<file path="src/rtl/control_calculadora_teclado.sv">
// Keypad calculator sequencer: builds two decimal operands, runs the adder handshake, picks the display value.
// Optional adder watchdog enabled by defining CTRL_TIMEOUT_EN.
module control_calculadora_teclado #(
   parameter int DIGITOS        = 4,
   parameter int ANCHO          = 14,
   parameter int TIMEOUT_CICLOS = 64
) (
   input  logic             clk,
   input  logic             rst,
   input  logic [3:0]       tecla,
   input  logic             tecla_valida,
   output logic [ANCHO-1:0] operando1,
   output logic [ANCHO-1:0] operando2,
   output logic             suma_inicio,
   input  logic             suma_listo,
   input  logic [ANCHO:0]   suma_resultado,
   output logic [ANCHO:0]   resultado,
   output logic [ANCHO:0]   dato_display,
   output logic             ocupado,
   output logic             error_timeout
);

   localparam int CW = $clog2(DIGITOS + 1);
   localparam logic [CW-1:0] DIG_MAX = CW'(DIGITOS);

   typedef enum logic [2:0] {S_NUM1, S_NUM2, S_INICIO, S_ESPERA, S_RESULT} estado_t;

   estado_t          estado, estado_d;
   logic [ANCHO-1:0] op1_d, op2_d, op_nuevo;
   logic [ANCHO:0]   res_d, disp_d;
   logic [CW-1:0]    cnt, cnt_d;
   logic             es_digito, es_sig, es_igual, es_borrar;
   logic             tmo_fin;

   assign es_digito = tecla_valida && (tecla <= 4'd9);
   assign es_sig    = tecla_valida && (tecla == 4'hA);
   assign es_igual  = tecla_valida && (tecla == 4'hB);
   assign es_borrar = tecla_valida && (tecla == 4'hC);

   // Decimal shift-in of the key into whichever operand is being typed.
   assign op_nuevo = ((estado == S_NUM2) ? operando2 : operando1) * ANCHO'(10) + ANCHO'(tecla);

`ifdef CTRL_TIMEOUT_EN
   localparam int TW = $clog2(TIMEOUT_CICLOS + 1);
   localparam logic [TW-1:0] TMO_LAST = TW'(TIMEOUT_CICLOS - 1);
   logic [TW-1:0] tmo_cnt;

   // Counter is held at zero outside S_ESPERA, so every entry starts a fresh window.
   always_ff @(posedge clk) begin
      if (rst || estado != S_ESPERA) tmo_cnt <= '0;
      else                           tmo_cnt <= tmo_cnt + 1'b1;
   end

   assign tmo_fin = (estado == S_ESPERA) && (tmo_cnt == TMO_LAST);

   always_ff @(posedge clk) begin
      if (rst || es_borrar)              error_timeout <= 1'b0;
      else if (tmo_fin && !suma_listo)   error_timeout <= 1'b1;
   end
`else
   assign tmo_fin       = 1'b0;
   assign error_timeout = 1'b0;
`endif

   always_comb begin
      // NOTE: every signal gets a default first so no path leaves it unassigned (no latches).
      estado_d = estado;
      op1_d    = operando1;
      op2_d    = operando2;
      res_d    = resultado;
      cnt_d    = cnt;
      disp_d   = '0;

      unique case (estado)
         S_NUM1: begin
            if (es_digito) begin
               if (cnt < DIG_MAX) begin
                  op1_d = op_nuevo;
                  cnt_d = cnt + 1'b1;
               end
            end else if (es_sig) begin
               estado_d = S_NUM2;
               cnt_d    = '0;
            end
         end
         S_NUM2: begin
            if (es_digito) begin
               if (cnt < DIG_MAX) begin
                  op2_d = op_nuevo;
                  cnt_d = cnt + 1'b1;
               end
            end else if (es_igual) begin
               estado_d = S_INICIO;
            end
         end
         S_INICIO: estado_d = S_ESPERA;
         S_ESPERA: begin
            if (suma_listo) begin
               res_d    = suma_resultado;
               estado_d = S_RESULT;
            end else if (tmo_fin) begin
               op1_d    = '0;
               op2_d    = '0;
               cnt_d    = '0;
               estado_d = S_NUM1;
            end
         end
         S_RESULT: begin
            if (es_digito) begin
               op1_d    = ANCHO'(tecla);
               op2_d    = '0;
               res_d    = '0;
               cnt_d    = CW'(1);
               estado_d = S_NUM1;
            end
         end
         default: estado_d = S_NUM1;
      endcase

      // Clear overrides everything, including an adder result arriving in the same cycle.
      if (es_borrar) begin
         op1_d    = '0;
         op2_d    = '0;
         res_d    = '0;
         cnt_d    = '0;
         estado_d = S_NUM1;
      end

      unique case (estado_d)
         S_NUM1:                      disp_d = {1'b0, op1_d};
         S_NUM2, S_INICIO, S_ESPERA:  disp_d = {1'b0, op2_d};
         S_RESULT:                    disp_d = res_d;
         default:                     disp_d = '0;
      endcase
   end

   always_ff @(posedge clk) begin
      // NOTE: state registers use non-blocking assignments so all flops update from pre-edge values.
      if (rst) begin
         estado       <= S_NUM1;
         operando1    <= '0;
         operando2    <= '0;
         resultado    <= '0;
         cnt          <= '0;
         suma_inicio  <= 1'b0;
         ocupado      <= 1'b0;
         dato_display <= '0;
      end else begin
         estado       <= estado_d;
         operando1    <= op1_d;
         operando2    <= op2_d;
         resultado    <= res_d;
         cnt          <= cnt_d;
         suma_inicio  <= (estado_d == S_INICIO);
         ocupado      <= (estado_d == S_INICIO) || (estado_d == S_ESPERA);
         dato_display <= disp_d;
      end
   end

endmodule

</file>
<file path="config.mk">
export PLATFORM = sky130hd
export DESIGN_NAME = control_calculadora_teclado
export DESIGN_NICKNAME = d
export VERILOG_FILES = /design/src/rtl/control_calculadora_teclado.sv
export SDC_FILE = /design/constraint.sdc
export NUM_CORES = 1
export LEC_CHECK = 0
export ABC_AREA = 1
export CORE_MARGIN = 3
export CORE_UTILIZATION = 49
export CTS_BUF_LIST = sky130_fd_sc_hd__clkbuf_8
export DETAILED_ROUTE_END_ITERATION = 10
export PLACE_DENSITY = 0.8
export RECOVER_POWER = 25
export SYNTH_ARGS = -nofsm -noshare
export SYNTH_HDL_FRONTEND = slang
export SYNTH_SLANG_ARGS = --single-unit
</file>
<file path="constraint.sdc">
create_clock -name clk -period 4 [get_ports clk]
set_input_delay 0.8 -clock clk [delete_from_list [all_inputs] [get_ports clk]]
set_output_delay 0.8 -clock clk [all_outputs]
set_load 0.01 [all_outputs]
</file>
== After elaboration in Yosys (flattened, before gate mapping) ==
Cells that the tools add are included.
Word-level totals
  register bits after elaboration: 66
  bits of input ports: 23
  output and inout port bits: 61
  logic and storage cells: 68
Operators by class
  add/sub/neg operators: 2
  multipliers: 1
  magnitude comparators: 2
  equality and inequality tests: 14
  multiplexer cells: 30
  reductions and logical operators: 11
Operators by type and width (number)
  $mux 14: 9
  $pmux 14 s2: 2
  $mux 15: 3
  $pmux 15 s3: 1
  $mux 3: 12
  $pmux 15 s2: 1
  $pmux 3 s5: 1
  $add 14x4->14: 1
  $mul 14x3->13 const B: 1
  $eq 3x2->1 const B: 4
  $eq 4x4->1 const B: 3
  $pmux 3 s3: 1
  $eq 3x1->1 const B: 2
  $eq 3x3->1 const B: 2
  $logic_not 3->1: 2
  $le 4x4->1 const B: 1
  $logic_and 1x1->1: 4
  $ne 2x2->1 const B: 2
  $reduce_and 4->1: 1
  $add 3x1->3 const B: 1
  $lt 3x3->1 const B: 1
  $ne 3x3->1 const B: 1
  $reduce_bool 3->1: 1
  $reduce_or 3->1: 1
  2 further kinds: 2

== Depth between registers and ports, before layout ==
  depth in word-level cells: 9
  gate-level depth with buffers: 29
  gate-level depth less buffers: 26

== Least setup slack after synthesis ==
No wires, ideal clock.
  kind: flip-flop to flip-flop
  start: register estado[1]
  end: register dato_display[13]
  library setup time: 0.128 ns
  arrival: 3.575 ns
  required time: 3.872 ns
  setup slack: 0.298 ns
  stages on the path, launching flop included: 29
  period minus slack after synthesis: 3.702 ns
  path through: dfxtp_1 > inv_1 > nand3_2 > buf_6 > clkbuf_1 > buf_2 > nor2_1 > a21oi_1 > inv_1 > ha_1 > ha_1 > inv_1 > fa_1 > inv_1 > nand2_1 > nand2_1 > nand3_1 > nand2_1 > nand3_1 > nor2_2 > nand2_1 > nor2_1 > nand2_1 > nand4_1 > nand2_1 > nand2_1 > nand2_1 > nor2_1 > nor2_1
Between the ends
  word-level cells in the longest chain between the ends: 9
  elaborated cells on any way between the ends: 33
RTL lines
  start: declaration: line 28  | estado_t estado, estado_d;
  start signal: assignment: line 149  | estado <= estado_d;
  $eq 3x1->1: line 41, 74
  $mux 14: line 41  | assign op_nuevo = ((estado == S_NUM2) ? operando2 : operando1) * ANCHO'(10) + ANCHO'(tecla);
  $mul 14x3->13: line 41
  $add 14x4->14: line 41
  $mux 14, on equally long branches: line 88, 77
  $mux 14, on equally long branches: line 87, 76
  $pmux 14 s2: line 74  | unique case (estado)
  $mux 14: line 121  | if (es_borrar) begin
  $pmux 15 s3 *: line 129  | unique case (estado_d)
  end signal: assignment: line 156  | dato_display <= disp_d;
  end: declaration: line 18  | output logic [ANCHO:0] dato_display,
Every way passes the cells marked *; elsewhere a longest branch is shown, timed or not.
A chain may end at the register's enable or synchronous reset.

== Worst setup path in the final report ==
  start: register estado[1]
  end: register dato_display[11]
The elaborated chain is that of the path after synthesis.

==> flow_summary.ini <==
[clock_network]
cts_tree = built
path_clk_slew_ns = 0.08
htreeDepth = 3
cts_buffers = 9
cts_hold_buffers = 0
root_buffer = clkbuf_8
cts_buffer_depth = 2
clock-sinks = 66
insertion_delay_ns = 0.35

[synth]
synth_cell_types = 45
ys_top_cells_by_count = nand2_1 (132), nor2_1 (87), inv_1 (80)
syn_nets = 670
synth_top_area_share = 0.316
yosysSeqAreaShare = 0.316
synthCells = 622
postSynth.asyncResetShare = 0
yosys_most_used_dff = dfxtp_1
synth_top_area_cell = dfxtp_1
syn_area_per_cell_sq_um = 6.72
synth_area_leaders = dfxtp_1 (32%), nand2_1 (12%), nor2_1 (7.8%)
netlist_area_sq_um = 4180
synth.most_common_cell = nand2_1
synth_warnings = 0
synth_seq_cells = 66
synth-edff-count = 0

[floorplanning]
core_area_sq_um = 8260
floorplan.die_area_sq_um = 9680
rows = 33
die_w_microns = 98.4
io_pins = 84
start_util = 0.506
die_y_microns = 98.4

[global_routing]
grt_usage = 0.274
first_global_vias = 4315
grt_pass1_wl_microns = 21100
antenna_found_initial = 0
grt_max_degree = 30
overflow = 0

[sta]
fmax_mhz = 280
setup_viol = 0
grt_setup_unrepaired = no
worst_slew_pin_slew_ns = 0.676
setup_tns_ns = 0
relSlewSlack = 0.549
drv_slew = 0
timing.final.crit_share = 0.894
finalHoldViolations = 0
min_period_ns = 3.57
skew_ns = 0.00741

[routing]
drc = 0
drt_iter0_drc = 315
drtPass1Iterations = 5
dr_total_vias = 4536
drt-vias-per-instance = 5.55
drtAntennaViolNets = 0
drt_wl_total_microns = 13300
wire_per_inst_microns = 16.2

[pwr]
powerDensity_nw_per_um2 = 296
ir_drop_v = 0.000170
leakagePower_nw = 2.40

[setup_path]
slowest_stage = dfxtp_1
crit_type = reg -> reg
crit_family = simple AND/OR/NAND/NOR gates
cp_data_required_time_ns = 4.29
crit_path_start_kind = flip-flop
crit_chain = inv_2 > nand3_4 > nor2_1 > a21oi_2 > inv_1 > ha_1 > ha_1 > inv_1 > fa_1 > inv_1 > nand2_1 > nand2_1 > nand3_1 > nand2_1 > nand3_1 > nor2_2 > nand2_1 > nand2_1 > nand3_1 > o21ai_1 > nand3_1 > nor2_1 > nor2_1 > nor2_1
critPathBufInv = 4
crit_arrival_ns = 3.87
cpMostUsedCell = nand2_1
critPathCaptureType = flip-flop
slowest_delay_ns = 0.43
cp_max_fo = 9

[layout]
n_antenna_cell = 0
area_growth_pct = 27.7
drive_above_1_share = 0.0870
final_area_sq_um = 5340
nNetsFinal = 756

[min_path]
hold_path.class = reg -> reg

[placed_design]
hpwl_microns = 10000
place_area_sq_um = 5100
numPortBuffers = 82
gp_congestion = 0.926

[flow_run]
drv_cap = 0

[run_status]
status = complete, no violations
where the power goes:
| part | switching, mW | internal (mW) | leakage (nW) |
|---|---|---|---|
| combinational | 0.182 | 0.125 | 1.76 |
| sequential | 0.0161 | 0.677 | 0.534 |
| clock | 0.290 | 0.292 | 0.104 |
timing repair:
action / in CTS / in global routing
hold endpoints to repair: 0 / 0
resized for setup: 0 / 11
setup buffers: 0 / 3
endpoints found under the setup margin: 0 / 5
flip-flops by register name, summed over array words and instances (netlist names):
signal	count
suma_inicio	1
operando2	14
cnt	3
resultado	15
operando1	14
dato_display	15
estado	3
ocupado	1
cells in the final DEF, fill, tap and decap left out, drive strengths merged, types with 2 or more instances in the layout:
cell type / synthesis / routed
nand2: 136 / 136
inv: 91 / 93
nor2: 97 / 97
o21bai: 2 / 2
a21oi: 27 / 27
nand3b: 2 / 2
o211ai: 4 / 4
dlygate4sd3: 0 / 31
o2111ai: 3 / 3
clkdlybuf4s50: 0 / 51
clkinv: 0 / 4
nor3: 2 / 2
o22a: 3 / 3
o21ai: 40 / 40
a31oi: 4 / 4
o22ai: 9 / 9
or2: 8 / 8
a211oi: 2 / 2
nor4: 2 / 2
a22oi: 15 / 15
clkbuf: 9 / 10
nand4: 8 / 8
dfxtp: 66 / 66
ha: 23 / 23
buf: 12 / 13
fa: 2 / 2
nand3: 49 / 49
per-stage QoR:
stage	utilization	setup slack (ns)	hold WS (ns)	total power, mW	cells
global placement	0.618	0.328	0.451	1.01	799
global route	0.647	0.0221	0.500	1.65	818
CTS	0.642	0.209	0.467	1.58	815
floorplan	-	0.298	0.433	0.890	622
detailed placement	0.618	0.226	0.456	1.01	799
finish	0.647	0.425	0.466	1.58	818
layout make-up:
cell class	count	area, sq um
fill	747	2920
multi-input combinational	444	2410
sequential	66	1320
timing repair buffer	96	926
inverter	91	349
tap	105	131
clock buffer	9	124
clock inverter	7	75.1
metal layers:
metal / track usage / up-vias / share of wire
li1: - / 2212 / -
met1: 0.346 / 2114 / 0.43
met2: 0.460 / 178 / 0.47
met3: 0.0714 / 32 / 0.073
met4: 0.0788 / 0 / 0.028
met5: 0 / - / 0
worst paths after layout:
kind / endpoint / startpoint / depth (start not counted) / slack (ns)
max: dato_display[11] / estado[1] / 24 / 0.43
min: cnt[1] / cnt[1] / 2 / 0.47
max reg2reg: dato_display[11] / estado[1] / 24 / 0.43
min reg2reg: cnt[1] / cnt[1] / 2 / 0.47
cells by family (layout without fill, tap and decap cells):
group | count (synthesis) | after routing | synth area share
AOI/OAI and AO/OA | 112 | 112 | 0.160
other | 1 | 1 | 0.000897
xor gates and xnor gates | 1 | 1 | 0.00210
DFF | 66 | 66 | 0.316
and+or+nand+nor | 305 | 305 | 0.333
buffers and inverters | 112 | 203 | 0.110
adders and majority gates | 25 | 25 | 0.0784
tightest hold or removal path: cells and delay by family, from the launching register on:
kind	cells	cell delay, ns
DFF	1	0.32
buffers and inverters	1	0.05
AOI/OAI and AO/OA	1	0.05
(Power assumes the default switching activity.)
